## src/rtl/instruction_fetch.sv

```systemverilog
// instruction_fetch: fetch pointer plus a small prefetch FIFO in front of a
// combinational instruction memory. Redirects flush the FIFO and restart
// fetch at the new address.
// Optional feature: define FETCH_MISALIGN_CHECK_EN to flag redirects to a
// non-word-aligned address (fetch_error) instead of silently aligning them.
module instruction_fetch #(
  parameter logic [31:0] RESET_PC     = 32'h0000_0000,
  parameter int unsigned BUFFER_DEPTH = 2
) (
  input  logic        clk,
  input  logic        reset,
  input  logic        fetch_enable,
  output logic [31:0] imem_address,
  input  logic [31:0] imem_instruction,
  input  logic        redirect_valid,
  input  logic [31:0] redirect_pc,
  output logic        instr_valid,
  input  logic        instr_ready,
  output logic [31:0] instr_out,
  output logic [31:0] instr_pc,
  output logic        fetch_error
);

  localparam int unsigned XLEN  = 32;
  localparam int unsigned PTR_W = (BUFFER_DEPTH > 1) ? $clog2(BUFFER_DEPTH) : 1;
  localparam int unsigned CNT_W = PTR_W + 1;

  typedef struct packed {
    logic [XLEN-1:0] instr;
    logic [XLEN-1:0] pc;
  } fetch_entry_t;

  fetch_entry_t    buf_q [BUFFER_DEPTH];
  fetch_entry_t    head;

  logic [PTR_W-1:0] wr_ptr_q, wr_ptr_d;
  logic [PTR_W-1:0] rd_ptr_q, rd_ptr_d;
  logic [CNT_W-1:0] count_q, count_d;
  logic [XLEN-1:0]  fetch_pc_q, fetch_pc_d;
  logic             fetch_error_q, fetch_error_d;

  logic             buf_empty;
  logic             buf_full;
  logic             push;
  logic             pop;
  logic [XLEN-1:0]  redirect_target;
  logic             redirect_misaligned;

  // Redirect target: either kept as-is and flagged, or forced word-aligned.
`ifdef FETCH_MISALIGN_CHECK_EN
  always_comb begin
    redirect_target     = redirect_pc;
    redirect_misaligned = (redirect_pc[1:0] != 2'b00);
  end
`else
  always_comb begin
    redirect_target     = redirect_pc & 32'hFFFF_FFFC;
    redirect_misaligned = 1'b0;
  end
`endif

  // FIFO occupancy and handshake decode; reset and redirect suppress both moves.
  always_comb begin
    buf_empty = (count_q == '0);
    buf_full  = (count_q == CNT_W'(BUFFER_DEPTH));
    pop       = !reset && !redirect_valid && !buf_empty && instr_ready;
    push      = !reset && !redirect_valid && fetch_enable && !fetch_error_q &&
                (!buf_full || pop);
  end

  // Next-state for pointers, occupancy, fetch pointer and error flag.
  always_comb begin
    wr_ptr_d      = wr_ptr_q;
    rd_ptr_d      = rd_ptr_q;
    count_d       = count_q;
    fetch_pc_d    = fetch_pc_q;
    fetch_error_d = fetch_error_q;

    if (redirect_valid) begin
      wr_ptr_d      = '0;
      rd_ptr_d      = '0;
      count_d       = '0;
      fetch_pc_d    = redirect_target;
      fetch_error_d = redirect_misaligned;
    end else begin
      if (push) begin
        wr_ptr_d   = wr_ptr_q + PTR_W'(1);
        fetch_pc_d = fetch_pc_q + XLEN'(4);
      end
      if (pop) begin
        rd_ptr_d = rd_ptr_q + PTR_W'(1);
      end
      unique case ({push, pop})
        2'b10:   count_d = count_q + CNT_W'(1);
        2'b01:   count_d = count_q - CNT_W'(1);
        default: count_d = count_q;
      endcase
    end
  end

  // Control state register with synchronous reset.
  always_ff @(posedge clk) begin
    if (reset) begin
      wr_ptr_q      <= '0;
      rd_ptr_q      <= '0;
      count_q       <= '0;
      fetch_pc_q    <= RESET_PC;
      fetch_error_q <= 1'b0;
    end else begin
      wr_ptr_q      <= wr_ptr_d;
      rd_ptr_q      <= rd_ptr_d;
      count_q       <= count_d;
      fetch_pc_q    <= fetch_pc_d;
      fetch_error_q <= fetch_error_d;
    end
  end

  // FIFO storage: capture the memory word and its address at the tail.
  always_ff @(posedge clk) begin
    if (push) begin
      buf_q[wr_ptr_q] <= '{instr: imem_instruction, pc: fetch_pc_q};
    end
  end

  // Head entry and externally visible signals; held quiet while in reset.
  always_comb begin
    head         = buf_q[rd_ptr_q];
    imem_address = fetch_pc_q;
    instr_valid  = !reset && !buf_empty;
    instr_out    = reset ? '0 : head.instr;
    instr_pc     = reset ? '0 : head.pc;
  end

`ifdef FETCH_MISALIGN_CHECK_EN
  assign fetch_error = fetch_error_q;
`else
  assign fetch_error = 1'b0;
`endif

  // Occupancy can never exceed the FIFO depth.
  always_ff @(posedge clk) begin
    if (!reset) begin
      assert (count_q <= CNT_W'(BUFFER_DEPTH))
        else $error("instruction_fetch: occupancy overflow");
    end
  end

endmodule

```

## config.mk

```make
export PLATFORM = sky130hd
export DESIGN_NAME = instruction_fetch
export DESIGN_NICKNAME = d
export VERILOG_FILES = /design/src/rtl/instruction_fetch.sv
export SDC_FILE = /design/constraint.sdc
export NUM_CORES = 1
export LEC_CHECK = 0
export ABC_AREA = 1
export BUFFER_PORTS_ARGS = -buffer_cell sky130_fd_sc_hd__buf_2
export CORE_MARGIN = 1.5
export CORE_UTILIZATION = 54
export DETAILED_ROUTE_END_ITERATION = 8
export PLACE_DENSITY_LB_ADDON = 0.12
export SLEW_MARGIN = 15
export SYNTH_ARGS = -nofsm -noshare
export SYNTH_HDL_FRONTEND = slang
export SYNTH_SLANG_ARGS = --single-unit
```

## constraint.sdc

```tcl
create_clock -name clk -period 4.5 [get_ports clk]
set_clock_uncertainty 0.05 [all_clocks]
set_input_delay 0.45 -clock clk [delete_from_list [all_inputs] [get_ports clk]]
set_output_delay 0.45 -clock clk [all_outputs]
set_load 0.005 [all_outputs]
```

==> results.yml <==
grt:
  antenna_found_initial: 0
  grt_util_all_layers_pct: 23.95
  grt_pass1_vias: 5094
  grt_pass1_wl_mm: 24.67
  grt_max_degree: 66
  grt-ovfl-total: 0
floorplan:
  io_pins: 167
  core-area_mm2: 0.01262
  die_area_mm2: 0.01361
  rows: 41
  die_y_um: 116.7
  die_w_um: 116.7
  start_util_pct: 55.29
routing:
  route.detailed.drc: 0
  ant_nets: 0
  routed_wl_mm: 16.37
  wl_met2_mm: 8.000
  routed_via_density: 5.249
  drtIter0Drc: 563
  wl_met1_mm: 6.912
  vias: 5669
  firstDrtPassIters: 5
  top_layer_used: "met4"
  met3_length_mm: 1.258
  avgRoutedWirePerCell_um: 15.15
hold_path:
  min_delay_worst_endpoint: "buf_q[1][34]$_DFFE_PP_"
  hold_depth: 1
  hold_start: "imem_instruction[2]"
  hp-class: "input pin to flip-flop"
cts:
  cts_buffers: 17
  cts-root-buf: "clkbuf_16"
  cts_resized: 0
  path_clk_slew_ps: 60
  clkLatencyLatePin_ps: 410
  postCtsHoldBufs: 0
  htreeDepth: 4
  cts_sinks: 159
  clk_path_buf_depth: 2
  postCtsSetupBuffers: 0
  cts_tree: "yes"
yosys:
  post_synth_num_cell_types: 27
  syn_area_mm2: 0.006978
  yosys_warnings: 0
  synthAdderAreaFrac_pct: 0.1793
  synth_seq_area_share_pct: 63.40
  synthMuxAreaShare_pct: 0
  synth_seq_cells: 159
  syn_inst: 745
  synth_top_family_by_area: "simple AND/OR/NAND/NOR gates"
  synth_area_per_cell_um2: 9.366
  synth-simple-area-share_pct: 19.76
  synth_compound_area_share_pct: 9.647
  synth_xor_area_share_pct: 0.8786
layout:
  fin_util_pct: 67.09
  final_cell_mix: "nor2_1, buf_2, edfxtp_1, nand2_1, o21ai_0"
  n_antenna_cell: 0
  final-seq-area_mm2: 0.004425
  finalNetCount: 965
  fillers: 1051
  final_layout_size_suffix_gt1_share_pct: 23.24
  multi_input_area_mm2: 0.002160
  mostFrequentLayoutCell: "nor2_1"
  syn2layout_area_growth_pct: 21.34
worst_setup_path:
  rrSetupSlack_ps: 2590
  rr_startpoint: "count_q[0]$_SDFFE_PP0P_"
  cp-end-kind: "output port"
  crit_type: "flip-flop to output port"
  cp_max_fo: 63
  cp.required_ps: 4000
  startpoint_type: "flip-flop"
  path_cells: "buf_4 > inv_2 > nor2_1 > nor2_1 > buf_2"
  crit_top_cell: "nor2_1"
  max_stage_delay_ps: 870
  rr_worst_depth: 5
  arrival_ps: 2330
  worst_path_max_delay_cell: "inv_2"
  r2r-end: "buf_q[1][24]$_DFFE_PP_"
timing:
  fin_crit_ps: 2833
  timing.hold.ws_ps: 180.2
  setup_viol: 0
  timing.final.crit_share_pct: 62.96
  setup_ws_ps: 1667
  drv_slew: 0
  grt_setup_unrepaired: "no"
  final.setup.tns_ps: 0
  fmax_mhz: 352.9
  finalHoldViolCount: 0
  relSlewSlack_pct: 25.10
  worst_pin_slew_ps: 1124
pwr:
  seq_power_share_pct: 50.5
  pwr-share-clk_pct: 43.1
  switchingPower_w: 0.0007126
  swShare_pct: 21.65
  share_comb_of_total_power_pct: 6.4
  p_int_w: 0.002578
  vdd_drop_max_mv: 0.2346
  leakagePower_nw: 3.489
  power_density_mw_per_mm2: 388.7
placement:
  dp_hpwl_mm: 10.19
  port_buffers: 159
  place_congestion: 0.9020
  post-place-ws_ps: 1984
job:
  max-cap-violations: 0
status:
  status: "completed"
[power by group through the flow]
stage	sequential [W]	combinational (W)	clock, W
4_1_cts	0.00166	0.000211	0.00143
3_3_place_gp	0.00169	0.000202	0
3_5_place_dp	0.00169	0.000208	0
2_1_floorplan	0.00168	0.000111	0
5_1_grt	0.00167	0.000237	0.00149
6_report	0.00166	0.000210	0.00142
[metrics by stage]
stage	instance area [um2]	power, W	cells
after floorplan	6993	0.001793	749
after global placement	7881	0.001889	1048
after detailed placement	7881	0.001900	1048
after CTS	8467	0.003305	1080
after global routing	8467	0.003396	1080
final	8467	0.003291	1080
[area by class of cell]
type	count	share of cell area [%]
Multi-Input combinational cell	486	25.51
Timing Repair Buffer	163	9.753
Sequential cell	159	52.27
Inverter	68	3.015
Clock inverter	11	1.714
Tap cell	172	2.542
Clock buffer	21	5.202
[cells by family (layout without fill, tap and decap cells)]
group	count (synthesis)	in the layout
other	1	5
DFF	159	159
adders and majority gates	1	1
buffers and inverters	104	263
xor gates and xnor gates	7	7
and+or+nand+nor	341	341
AOI/OAI and AO/OA	132	132
[worst max-delay path, delay by kind of cell, from the launching register on]
family                 cells  cell delay, ps
DFF                        1             310
and+or+nand+nor            2             270
buffers and inverters      3            1310
[worst max-delay path by stage]
stage | startpoint | to | cells after the start
global placement | redirect_valid | buf_q[0][30]$_DFFE_PP_ | 7
finish | flip-flop | instr_out[10] | 5
global route | flip-flop | instr_out[10] | 5
CTS | flip-flop | instr_pc[9] | 5
detailed placement | redirect_valid | buf_q[0][55]$_DFFE_PP_ | 7
floorplan | reset | buf_q[0][10]$_DFFE_PP_ | 5
[Yosys cell counts]
master / count / area share (%)
buf_6: 1 / 0.16
o21ai_1: 15 / 1.1
clkbuf_1: 26 / 1.4
buf_4: 6 / 0.65
nand2_2: 3 / 0.27
nor2_1: 169 / 9.1
inv_2: 3 / 0.16
conb_1: 1 / 0.054
o21ai_0: 84 / 6.0
and2_1: 3 / 0.27
buf_2: 3 / 0.22
o21a_1: 1 / 0.11
o211ai_1: 1 / 0.11
nand2_4: 2 / 0.32
nand2_1: 117 / 6.3
a21oi_1: 27 / 1.9
dfxtp_1: 35 / 10
a22oi_1: 2 / 0.22
edfxtp_1: 124 / 53
nor3_1: 1 / 0.072
nand3_1: 38 / 2.7
xnor2_1: 1 / 0.13
inv_1: 65 / 3.5
nor2_2: 8 / 0.72
xor2_1: 6 / 0.75
a31oi_1: 2 / 0.18
ha_1: 1 / 0.18
[flip-flops by register name, summed over array words and instances (netlist names), named ones only]
name          flops
rd_ptr_q          1
imem_address     30
buf_q           124
wr_ptr_q          1
count_q           2
[metal layers]
layer / vias up / track usage [%]
met5: - / 0
met4: 0 / 7.470
met3: 20 / 5.189
met2: 240 / 41.53
met1: 2651 / 30.29
li1: 2758 / -
(Power assumes the default switching activity.)
